$ cat src/rtl/fetch_unit_pkg.sv
// Shared fetch-stage constants: datapath widths, reset PC and FSM state encodings.
package fetch_unit_pkg;

  localparam int unsigned FETCH_WORD      = 64;
  localparam int unsigned FETCH_INSTR_LEN = 32;
  localparam logic [63:0] FETCH_RESET_PC  = 64'h0;

  typedef enum logic [2:0] {
    FETCH_IDLE   = 3'd0,
    FETCH_REQ    = 3'd1,
    FETCH_HOLD   = 3'd2,
    FETCH_SQUASH = 3'd3,
    FETCH_FAULT  = 3'd4
  } fetch_state_e;

endpackage

$ cat src/rtl/fetch_unit_branch_target_calc.sv
// Combinational redirect target: PC-relative word offset or absolute register target,
// plus a flag for targets that are not word aligned.
module branch_target_calc
  import fetch_unit_pkg::*;
#(
  parameter int unsigned WORD = FETCH_WORD
) (
  input  logic            redirect_kind,
  input  logic [WORD-1:0] redirect_pc,
  input  logic [WORD-1:0] redirect_offset,
  input  logic [WORD-1:0] redirect_target,
  output logic [WORD-1:0] target,
  output logic            misaligned
);

  // Select and compute the redirect destination (wraps modulo 2^WORD).
  always_comb begin
    target = redirect_target;
    if (redirect_kind == 1'b0) begin
      target = redirect_pc + (redirect_offset << 2);
    end else begin
      target = redirect_target;
    end
    misaligned = |target[1:0];
  end

endmodule

$ cat src/rtl/fetch_unit.sv
// LEGv8 instruction fetch stage: owns the PC, keeps one imem request outstanding and
// hands each instruction to decode over valid/ready, honouring execute redirects.
module fetch_unit
  import fetch_unit_pkg::*;
#(
  parameter int unsigned     WORD      = FETCH_WORD,
  parameter int unsigned     INSTR_LEN = FETCH_INSTR_LEN,
  parameter logic [WORD-1:0] RESET_PC  = FETCH_RESET_PC
) (
  input  logic                 clk,
  input  logic                 reset,
  output logic                 imem_req,
  output logic [WORD-1:0]      imem_addr,
  input  logic                 imem_ack,
  input  logic [INSTR_LEN-1:0] imem_rdata,
  output logic                 instr_valid,
  output logic [INSTR_LEN-1:0] instr,
  output logic [WORD-1:0]      instr_pc,
  input  logic                 decode_ready,
  input  logic                 redirect_valid,
  input  logic                 redirect_kind,
  input  logic [WORD-1:0]      redirect_pc,
  input  logic [WORD-1:0]      redirect_offset,
  input  logic [WORD-1:0]      redirect_target,
  output logic                 fault
);

  localparam logic [WORD-1:0] PC_STEP = {{(WORD-3){1'b0}}, 3'd4};

  fetch_state_e         state_q, state_d;
  logic [WORD-1:0]      pc_q, pc_d;
  logic                 imem_req_q, imem_req_d;
  logic [WORD-1:0]      imem_addr_q, imem_addr_d;
  logic                 instr_valid_q, instr_valid_d;
  logic [INSTR_LEN-1:0] instr_q, instr_d;
  logic [WORD-1:0]      instr_pc_q, instr_pc_d;
  logic                 fault_q, fault_d;

  logic [WORD-1:0]      target_s;
  logic                 misaligned_s;

  branch_target_calc #(.WORD(WORD)) u_target (
    .redirect_kind   (redirect_kind),
    .redirect_pc     (redirect_pc),
    .redirect_offset (redirect_offset),
    .redirect_target (redirect_target),
    .target          (target_s),
    .misaligned      (misaligned_s)
  );

  // Next-state logic; a redirect always outranks ack capture and decode consumption.
  always_comb begin
    state_d       = state_q;
    pc_d          = pc_q;
    imem_req_d    = imem_req_q;
    imem_addr_d   = imem_addr_q;
    instr_valid_d = instr_valid_q;
    instr_d       = instr_q;
    instr_pc_d    = instr_pc_q;
    fault_d       = fault_q;

    if (redirect_valid && misaligned_s && (state_q != FETCH_FAULT)) begin
      state_d       = FETCH_FAULT;
      fault_d       = 1'b1;
      imem_req_d    = 1'b0;
      instr_valid_d = 1'b0;
    end else begin
      case (state_q)
        FETCH_IDLE: begin
          state_d    = FETCH_REQ;
          imem_req_d = 1'b1;
          if (redirect_valid) begin
            pc_d        = target_s;
            imem_addr_d = target_s;
          end else begin
            imem_addr_d = pc_q;
          end
        end
        FETCH_REQ: begin
          if (redirect_valid && imem_ack) begin
            pc_d        = target_s;
            imem_addr_d = target_s;
          end else if (redirect_valid) begin
            pc_d    = target_s;
            state_d = FETCH_SQUASH;
          end else if (imem_ack) begin
            instr_d       = imem_rdata;
            instr_pc_d    = imem_addr_q;
            instr_valid_d = 1'b1;
            imem_req_d    = 1'b0;
            pc_d          = pc_q + PC_STEP;
            state_d       = FETCH_HOLD;
          end else begin
            state_d = FETCH_REQ;
          end
        end
        FETCH_HOLD: begin
          if (redirect_valid) begin
            pc_d          = target_s;
            instr_valid_d = 1'b0;
            imem_req_d    = 1'b1;
            imem_addr_d   = target_s;
            state_d       = FETCH_REQ;
          end else if (instr_valid_q && decode_ready) begin
            instr_valid_d = 1'b0;
            imem_req_d    = 1'b1;
            imem_addr_d   = pc_q;
            state_d       = FETCH_REQ;
          end else begin
            state_d = FETCH_HOLD;
          end
        end
        FETCH_SQUASH: begin
          // The stale request must still complete; the next fetch uses the latest pc.
          if (redirect_valid && imem_ack) begin
            pc_d        = target_s;
            imem_addr_d = target_s;
            state_d     = FETCH_REQ;
          end else if (redirect_valid) begin
            pc_d = target_s;
          end else if (imem_ack) begin
            imem_req_d  = 1'b1;
            imem_addr_d = pc_q;
            state_d     = FETCH_REQ;
          end else begin
            state_d = FETCH_SQUASH;
          end
        end
        FETCH_FAULT: begin
          state_d = FETCH_FAULT;
        end
        default: begin
          state_d       = FETCH_FAULT;
          fault_d       = 1'b1;
          imem_req_d    = 1'b0;
          instr_valid_d = 1'b0;
        end
      endcase
    end
  end

  // State and output registers with synchronous reset.
  always_ff @(posedge clk) begin
    if (reset) begin
      state_q       <= FETCH_IDLE;
      pc_q          <= RESET_PC;
      imem_req_q    <= 1'b0;
      imem_addr_q   <= {WORD{1'b0}};
      instr_valid_q <= 1'b0;
      instr_q       <= {INSTR_LEN{1'b0}};
      instr_pc_q    <= {WORD{1'b0}};
      fault_q       <= 1'b0;
    end else begin
      state_q       <= state_d;
      pc_q          <= pc_d;
      imem_req_q    <= imem_req_d;
      imem_addr_q   <= imem_addr_d;
      instr_valid_q <= instr_valid_d;
      instr_q       <= instr_d;
      instr_pc_q    <= instr_pc_d;
      fault_q       <= fault_d;
    end
  end

  assign imem_req    = imem_req_q;
  assign imem_addr   = imem_addr_q;
  assign instr_valid = instr_valid_q;
  assign instr       = instr_q;
  assign instr_pc    = instr_pc_q;
  assign fault       = fault_q;

endmodule

$ cat config.mk
export PLATFORM = sky130hd
export DESIGN_NAME = fetch_unit
export DESIGN_NICKNAME = d
export VERILOG_FILES = /design/src/rtl/fetch_unit_pkg.sv /design/src/rtl/fetch_unit_branch_target_calc.sv /design/src/rtl/fetch_unit.sv
export SDC_FILE = /design/constraint.sdc
export NUM_CORES = 1
export LEC_CHECK = 0
export CORE_ASPECT_RATIO = 0.8
export CORE_MARGIN = 5
export CORE_UTILIZATION = 31
export DETAILED_ROUTE_END_ITERATION = 7
export GPL_TIMING_DRIVEN = 1
export PLACE_DENSITY = 0.54
export REMOVE_ABC_BUFFERS = 1
export SKIP_LAST_GASP = 1
export SLEW_MARGIN = 30
export SYNTH_ARGS = -nofsm -noshare
export SYNTH_HDL_FRONTEND = slang
export SYNTH_HIERARCHICAL = 1
export SYNTH_SLANG_ARGS = --single-unit
$ cat constraint.sdc
create_clock -name clk -period 4.2 [get_ports clk]
set_input_delay 0.42 -clock clk [delete_from_list [all_inputs] [get_ports clk]]
set_output_delay 0.42 -clock clk [all_outputs]
set_load 0.02 [all_outputs]
==> results.py, run 1 <==
metrics = {
    "timing": {
        "min_period_ns": 3.90,
        "rsz0062_at_grt": "false",
        "fin_tns_setup_ns": 0,
        "maxSlewViolCount": 0,
        "finalClockSkew_ns": 0.0249,
        "tightest_slew_ns": 0.906,
        "maxSlewHeadroom": 0.391,
        "hold_violations": 0,
        "setup_viol": 0,
        "max_freq_ghz": 0.257,
        "fin_crit_sh": 0.928,
    },
    "finish": {
        "drive_above_1_share": 0.0702,
        "synthToLayoutAreaGrowth_pct": 37.6,
        "final_util": 0.429,
        "fillers": 4877,
        "layout.nets": 2639,
        "stdcell_area_sq_um": 20600,
    },
    "worst_setup_path": {
        "crit_buf_inv": 3,
        "cpMaxStageDelayCell": "clkdlybuf4s50_1",
        "cp_top_family": "compound AO/OA/AOI/OAI gates",
        "cp-start-kind": "input pin",
        "r2r_slack_ns": 1.35,
        "path_class": "in2reg",
        "end_kind": "flop",
        "path_cells": "clkdlybuf4s50_1 -> ha_1 -> fa_1 -> a211oi_2 -> o21bai_1 -> a221oi_2 -> buf_4 -> nand4_1 -> a221oi_2 -> buf_4 -> a22oi_2 -> a21o_1 -> a311oi_1 -> a41o_1 -> a21oi_1 -> and3_1 -> a21oi_1 -> a31oi_1",
        "cp.required_ns": 4.60,
        "cpPeakStageDelay_ns": 0.44,
        "worstPathArrival_ns": 4.30,
        "critPathMaxFanout": 3,
    },
    "grt": {
        "grt_max_degree": 132,
        "grt_first_pass_wirelength_mm": 91.2,
        "antenna_found_initial": 5,
        "grtUsageTotal": 0.213,
        "first_global_vias": 15200,
        "grt_overflow": 0,
    },
    "detailed_routing": {
        "wl_met2_mm": 26.2,
        "viasPerCell": 5.41,
        "dr.pass1.iters": 6,
        "antenna_left": 0,
        "wl_per_cell_microns": 20.1,
        "route.detailed.drc": 0,
        "first_iter_violations": 1547,
        "wirelength_mm": 60.3,
        "wirelength_met1_mm": 29.3,
        "vias": 16200,
        "wl_met3_mm": 3.86,
        "top_layer": "met4",
    },
    "logic_synthesis": {
        "postSynthCellCount": 2003,
        "ys_ff_latch": 230,
        "avgSynthCellArea_sq_um": 7.47,
        "yosys_warnings": 6,
        "synth_cell_types": 86,
        "synth-main-ff-cell": "dfxtp_1",
        "synth_area_sq_um": 15000,
        "seq_area_frac_synth": 0.308,
        "async_flop_share": 0,
        "synth_edf_count": 0,
    },
    "cts": {
        "htreeDepth": 1,
        "post_cts_buffers": 0,
        "postCtsHoldBufs": 0,
        "path_clk_slew_ns": 0.06,
        "cts_tree": "yes",
        "cts_root_buffer": "clkbuf_16",
        "numClockSinks": 230,
        "clk_latency_ns": 0.56,
        "clock_path_buffers": 3,
        "numCtsBuffers": 27,
    },
    "power": {
        "share_comb_of_total_power": 0.288,
        "ir_worst_vdd_mv": 0.245,
        "clock_power_share": 0.361,
        "seq_power_share": 0.352,
        "leakage_uw": 0.00757,
        "p_total_uw": 7110,
        "switching_share": 0.325,
        "net-switching-power_uw": 2310,
        "internal_power_uw": 4800,
        "power.density_nw_per_um2": 346,
    },
    "die": {
        "core_sq_um": 48000,
        "die_area_sq_um": 52800,
        "rows": 72,
        "die_w_microns": 256,
        "die_height_microns": 207,
        "design.portCount": 393,
        "initial_core_util": 0.312,
    },
    "outcome": {
        "outcome": "finished, final reports clean",
    },
    "place": {
        "port_buffers": 390,
        "place_area_sq_um": 19600,
        "dp_hpwl_mm": 46.1,
        "routabilityCongestion": 0.895,
    },
    "job": {
        "max-cap-violations": 0,
    },
    "min_path": {
        "hold_path_class": "in2reg",
    },
}
-- final timing paths --
kind,startpoint,endpoint,depth (start not counted)
worst max register to register,pc_q[4],pc_q[60],6
worst max-delay path,redirect_pc[2],pc_q[60],18
worst min register to register,instr_pc[46],instr_pc[46],2
worst min-delay path,reset,pc_q[11],2
-- sequential cells by signal, summed over array words and instances, names as in the netlist --
| register | cells |
|---|---|
| imem_addr | 64 |
| instr_pc | 64 |
| pc_q | 64 |
| instr | 32 |
| state_q | 3 |
| fault | 1 |
| imem_req | 1 |
| instr_valid | 1 |
-- repair_timing --
item | CTS | global route
hold endpoints to repair | 0 | 0
setup endpoints to repair | 0 | 3
resized for setup | 0 | 2
-- layout by cell type, fill, tap and decap left out, types with 7 or more instances in the layout --
| master | count |
|---|---|
| nand2_1 | 371 |
| and4_1 | 10 |
| mux2_2 | 7 |
| o31ai_1 | 11 |
| a21o_1 | 41 |
| nand4_1 | 34 |
| ha_1 | 62 |
| clkdlybuf4s50_1 | 387 |
| inv_1 | 25 |
| a31oi_1 | 22 |
| a41oi_1 | 7 |
| and3_1 | 30 |
| buf_4 | 66 |
| nand3_1 | 48 |
| a22oi_1 | 14 |
| nand2b_1 | 10 |
| xor2_1 | 23 |
| a211oi_1 | 84 |
| and2_1 | 11 |
| nor2b_1 | 10 |
| clkbuf_16 | 27 |
| nor3_1 | 26 |
| nor4_1 | 7 |
| or3_1 | 17 |
| o21ai_0 | 127 |
| dfxtp_1 | 230 |
| mux2i_1 | 73 |
| xnor2_1 | 34 |
| a21oi_1 | 230 |
| o211ai_1 | 8 |
| o21bai_1 | 20 |
| nor2_1 | 146 |
| o21ai_1 | 10 |
-- area by class of cell --
cell class	instances	area [sq um]	area share
diodes	5	12.5	0.000608
clock buffers	34	742	0.0360
clock inverters	15	219	0.0106
inverters	26	97.6	0.00474
multi-input cells	1603	9680	0.470
flip-flops and latches	230	4600	0.224
well taps	629	787	0.0382
repair buffers	458	4450	0.216
-- metrics by stage --
stage / setup WS [ns] / hold slack [ns] / cells
final: 0.303 / 0.399 / 3000
after global routing: 0.0801 / 0.412 / 3000
after CTS: 0.287 / 0.381 / 2995
after detailed placement: -0.282 / 0.446 / 2946
after global placement: -0.221 / 0.441 / 2946
after floorplan: -4.66 / 0.430 / 1859
-- metal layers --
layer,vias to the layer above,global-route usage
met5,-,0
met4,0,0.0426
met3,57,0.0291
met2,591,0.328
met1,7645,0.321
li1,7935,-
-- cell usage after synthesis, types with 13 or more instances --
cell | count | area, sq um
nand2_1 | 371 | 1390
a21oi_1 | 231 | 1160
dfxtp_1 | 230 | 4600
nor2_1 | 148 | 556
o21ai_0 | 128 | 641
clkbuf_1 | 112 | 420
a211oi_1 | 85 | 638
mux2i_1 | 73 | 731
ha_1 | 62 | 776
nand3_1 | 48 | 240
a21o_1 | 41 | 308
nand4_1 | 34 | 213
xnor2_1 | 34 | 298
and3_1 | 30 | 188
nor3_1 | 26 | 130
inv_1 | 25 | 93.8
xor2_1 | 23 | 201
a31oi_1 | 22 | 138
o21bai_1 | 20 | 150
or3_1 | 17 | 106
a22oi_1 | 14 | 105
buf_2 | 13 | 65.1
-- cells by family (layout without fill, tap and decap cells) --
group	count (synthesis)	count (layout)	synth area share
AO/OA/AOI/OAI	646	646	0.270
multiplexers	80	80	0.0541
buffers and inverters	170	533	0.0492
flip-flops	230	230	0.308
AND/OR/NAND/NOR	757	757	0.233
adder cells (fa/ha/maj)	63	63	0.0532
XOR/XNOR	57	57	0.0334
other	0	5	0
-- worst register-to-register path, delay by kind of cell (launching register included) --
family / cells / cell delay [ns]
DFF: 1 / 0.48
and+or+nand+nor: 5 / 2.18
AOI/OAI and AO/OA: 1 / 0.13
-- power groups by stage --
| stage | combinational (uW) | clock (uW) | sequential [uW] |
|---|---|---|---|
| after floorplan | 1010 | 0 | 2600 |
| after global placement | 2020 | 0 | 2540 |
| after detailed placement | 2030 | 0 | 2550 |
| after CTS | 2040 | 2640 | 2500 |
| after global routing | 2220 | 2710 | 2530 |
| final | 2050 | 2570 | 2500 |
Power figures use the tool's default switching activity.
==> run 2, diff against run 1 <==
--- a/config.mk
+++ b/config.mk
@@ -10,7 +10,7 @@
 export CORE_UTILIZATION = 31
 export DETAILED_ROUTE_END_ITERATION = 7
 export GPL_TIMING_DRIVEN = 1
-export PLACE_DENSITY = 0.54
+export PLACE_DENSITY = 0.62
 export REMOVE_ABC_BUFFERS = 1
 export SKIP_LAST_GASP = 1
 export SLEW_MARGIN = 30
==> run 2 against run 1 <==
  * Sequential cell count is the same
  * Clock power shrank 5%
  * Die area is the same
  * Hold slack lost 0.11 ns
  * Sequential share of layout area grew 0.13 points
  * Critical path type unchanged
  * Fmax grew 1.5%
  * Global-route usage shrank 0.42 points
  * Register-to-register slack gained 0.04 ns
  * Critical endpoint is now pc_q[52]
  * Critical path depth shrank 1
==> results.py, run 2 (synthesized netlist as in run 1, its figures left out) <==
metrics = {
    "detailed_routing": {
        "wirelength_mm": 59.0,
        "viasPerCell": 5.46,
        "antenna_left": 0,
        "vias": 16300,
        "dr.pass1.iters": 6,
        "wl_per_cell_microns": 19.7,
        "first_iter_violations": 1349,
        "route.detailed.drc": 0,
    },
    "worst_setup_path": {
        "cp.required_ns": 4.62,
        "worstPathArrival_ns": 4.26,
        "cp-start-kind": "input pin",
        "reg2reg_depth": 6,
        "path_class": "in2reg",
        "worstReg2RegEnd": "pc_q[60]",
        "r2r_slack_ns": 1.39,
        "end_kind": "flop",
        "critPathMaxFanout": 3,
        "reg2reg_from": "pc_q[4]",
    },
    "timing": {
        "min_period_ns": 3.84,
        "maxSlewViolCount": 0,
        "rsz0062_at_grt": "false",
        "setup_viol": 0,
        "max_freq_ghz": 0.261,
        "fin_crit_sh": 0.914,
        "holdWs_ns": 0.287,
        "maxSlewHeadroom": 0.398,
        "tightest_slew_ns": 0.902,
        "finalClockSkew_ns": 0.0152,
        "hold_violations": 0,
    },
    "grt": {
        "grt_first_pass_wirelength_mm": 90.0,
        "grt_max_degree": 96,
        "grtUsageTotal": 0.209,
        "grt_overflow": 0,
        "antenna_found_initial": 4,
        "first_global_vias": 15400,
    },
    "cts": {
        "postCtsHoldBufs": 0,
        "clk_latency_ns": 0.54,
        "post_cts_buffers": 0,
        "numClockSinks": 230,
        "numCtsBuffers": 26,
        "cts_root_buffer": "clkbuf_16",
        "htreeDepth": 1,
        "path_clk_slew_ns": 0.06,
        "cts_tree": "yes",
        "cts_resized": 0,
        "clock_path_buffers": 3,
    },
    "power": {
        "leakage_uw": 0.00752,
        "ir_worst_vdd_mv": 0.250,
        "power.density_nw_per_um2": 340,
        "p_total_uw": 6960,
    },
    "place": {
        "port_buffers": 390,
        "routabilityCongestion": 0.925,
        "dp_hpwl_mm": 45.7,
    },
    "die": {
        "core_sq_um": 48000,
        "rows": 72,
        "die_area_sq_um": 52800,
        "die_height_microns": 207,
        "die_w_microns": 256,
        "initial_core_util": 0.312,
        "design.portCount": 393,
    },
    "finish": {
        "multiInputGateArea_sq_um": 9680,
        "layout_commonest_cell": "clkdlybuf4s50_1",
        "layout.nets": 2633,
        "drive_above_1_share": 0.0669,
        "layout.area.seq_sq_um": 4600,
        "final_cell_mix": "clkdlybuf4s50_1, nand2_1, a21oi_1, dfxtp_1, nor2_1",
        "synthToLayoutAreaGrowth_pct": 36.8,
        "fillers": 4848,
    },
    "min_path": {
        "hold_path.startpoint": "redirect_valid",
        "whs_path_depth": 3,
        "hold_path_class": "in2reg",
        "min_to": "state_q[0]",
    },
    "job": {
        "max-cap-violations": 0,
    },
    "outcome": {
        "outcome": "finished, final reports clean",
    },
}
==> run 2: stage by stage <==
step / cells / area (sq um) / setup slack (ns) / TNS [ns] / util
finish: 2991 / 20500 / 0.361 / 0 / 0.426
global route: 2991 / 20500 / 0.0747 / 0 / 0.426
CTS: 2989 / 20500 / 0.344 / 0 / 0.426
detailed placement: 2941 / 19500 / -0.217 / -1.24 / 0.407
global placement: 2941 / 19500 / -0.188 / -0.784 / 0.407
floorplan: 1859 / 14300 / -4.66 / -299.16 / -
==> run 2: critical path: stages <==
cell	delay [ns]
clkdlybuf4s50_1	0.43
ha_1	0.26
fa_1	0.44
a211oi_2	0.27
o21bai_1	0.17
a221oi_2	0.28
buf_4	0.17
nand4_1	0.11
a221oi_2	0.27
buf_4	0.17
a22oi_2	0.09
a21o_1	0.23
buf_4	0.16
xnor2_1	0.11
o21ai_0	0.23
nor2_1	0.08
a2111oi_1	0.35
==> run 2: layout make-up <==
class	instances	area share
antenna	2	0.000244
clock buffer	38	0.0380
clock inverter	10	0.00654
inverter	26	0.00477
multi-input combinational	1603	0.473
sequential	230	0.225
tap	629	0.0384
timing repair buffer	453	0.214
==> run 2: per-layer routing <==
layer,vias to the layer above,track usage,part of all wire
li1,7939,-,-
met4,2,0.0486,0.019
met2,599,0.327,0.44
met1,7711,0.301,0.47
met3,85,0.0395,0.076
met5,-,0,0.00020
==> run 2: worst max path at each step <==
stage | to | start
2_1_floorplan | imem_addr[0] | redirect_kind
3_3_place_gp | pc_q[60] | redirect_pc[2]
3_5_place_dp | pc_q[52] | redirect_pc[2]
4_1_cts | pc_q[52] | redirect_pc[2]
5_1_grt | pc_q[60] | redirect_pc[2]
6_report | pc_q[52] | redirect_pc[2]
==> run 2: report_power, final <==
part	total [uW]	leakage, uW	internal (uW)	switching, uW
clock	2430	0.000450	1470	959
combinational	2030	0.00519	903	1120
sequential	2510	0.00188	2330	182
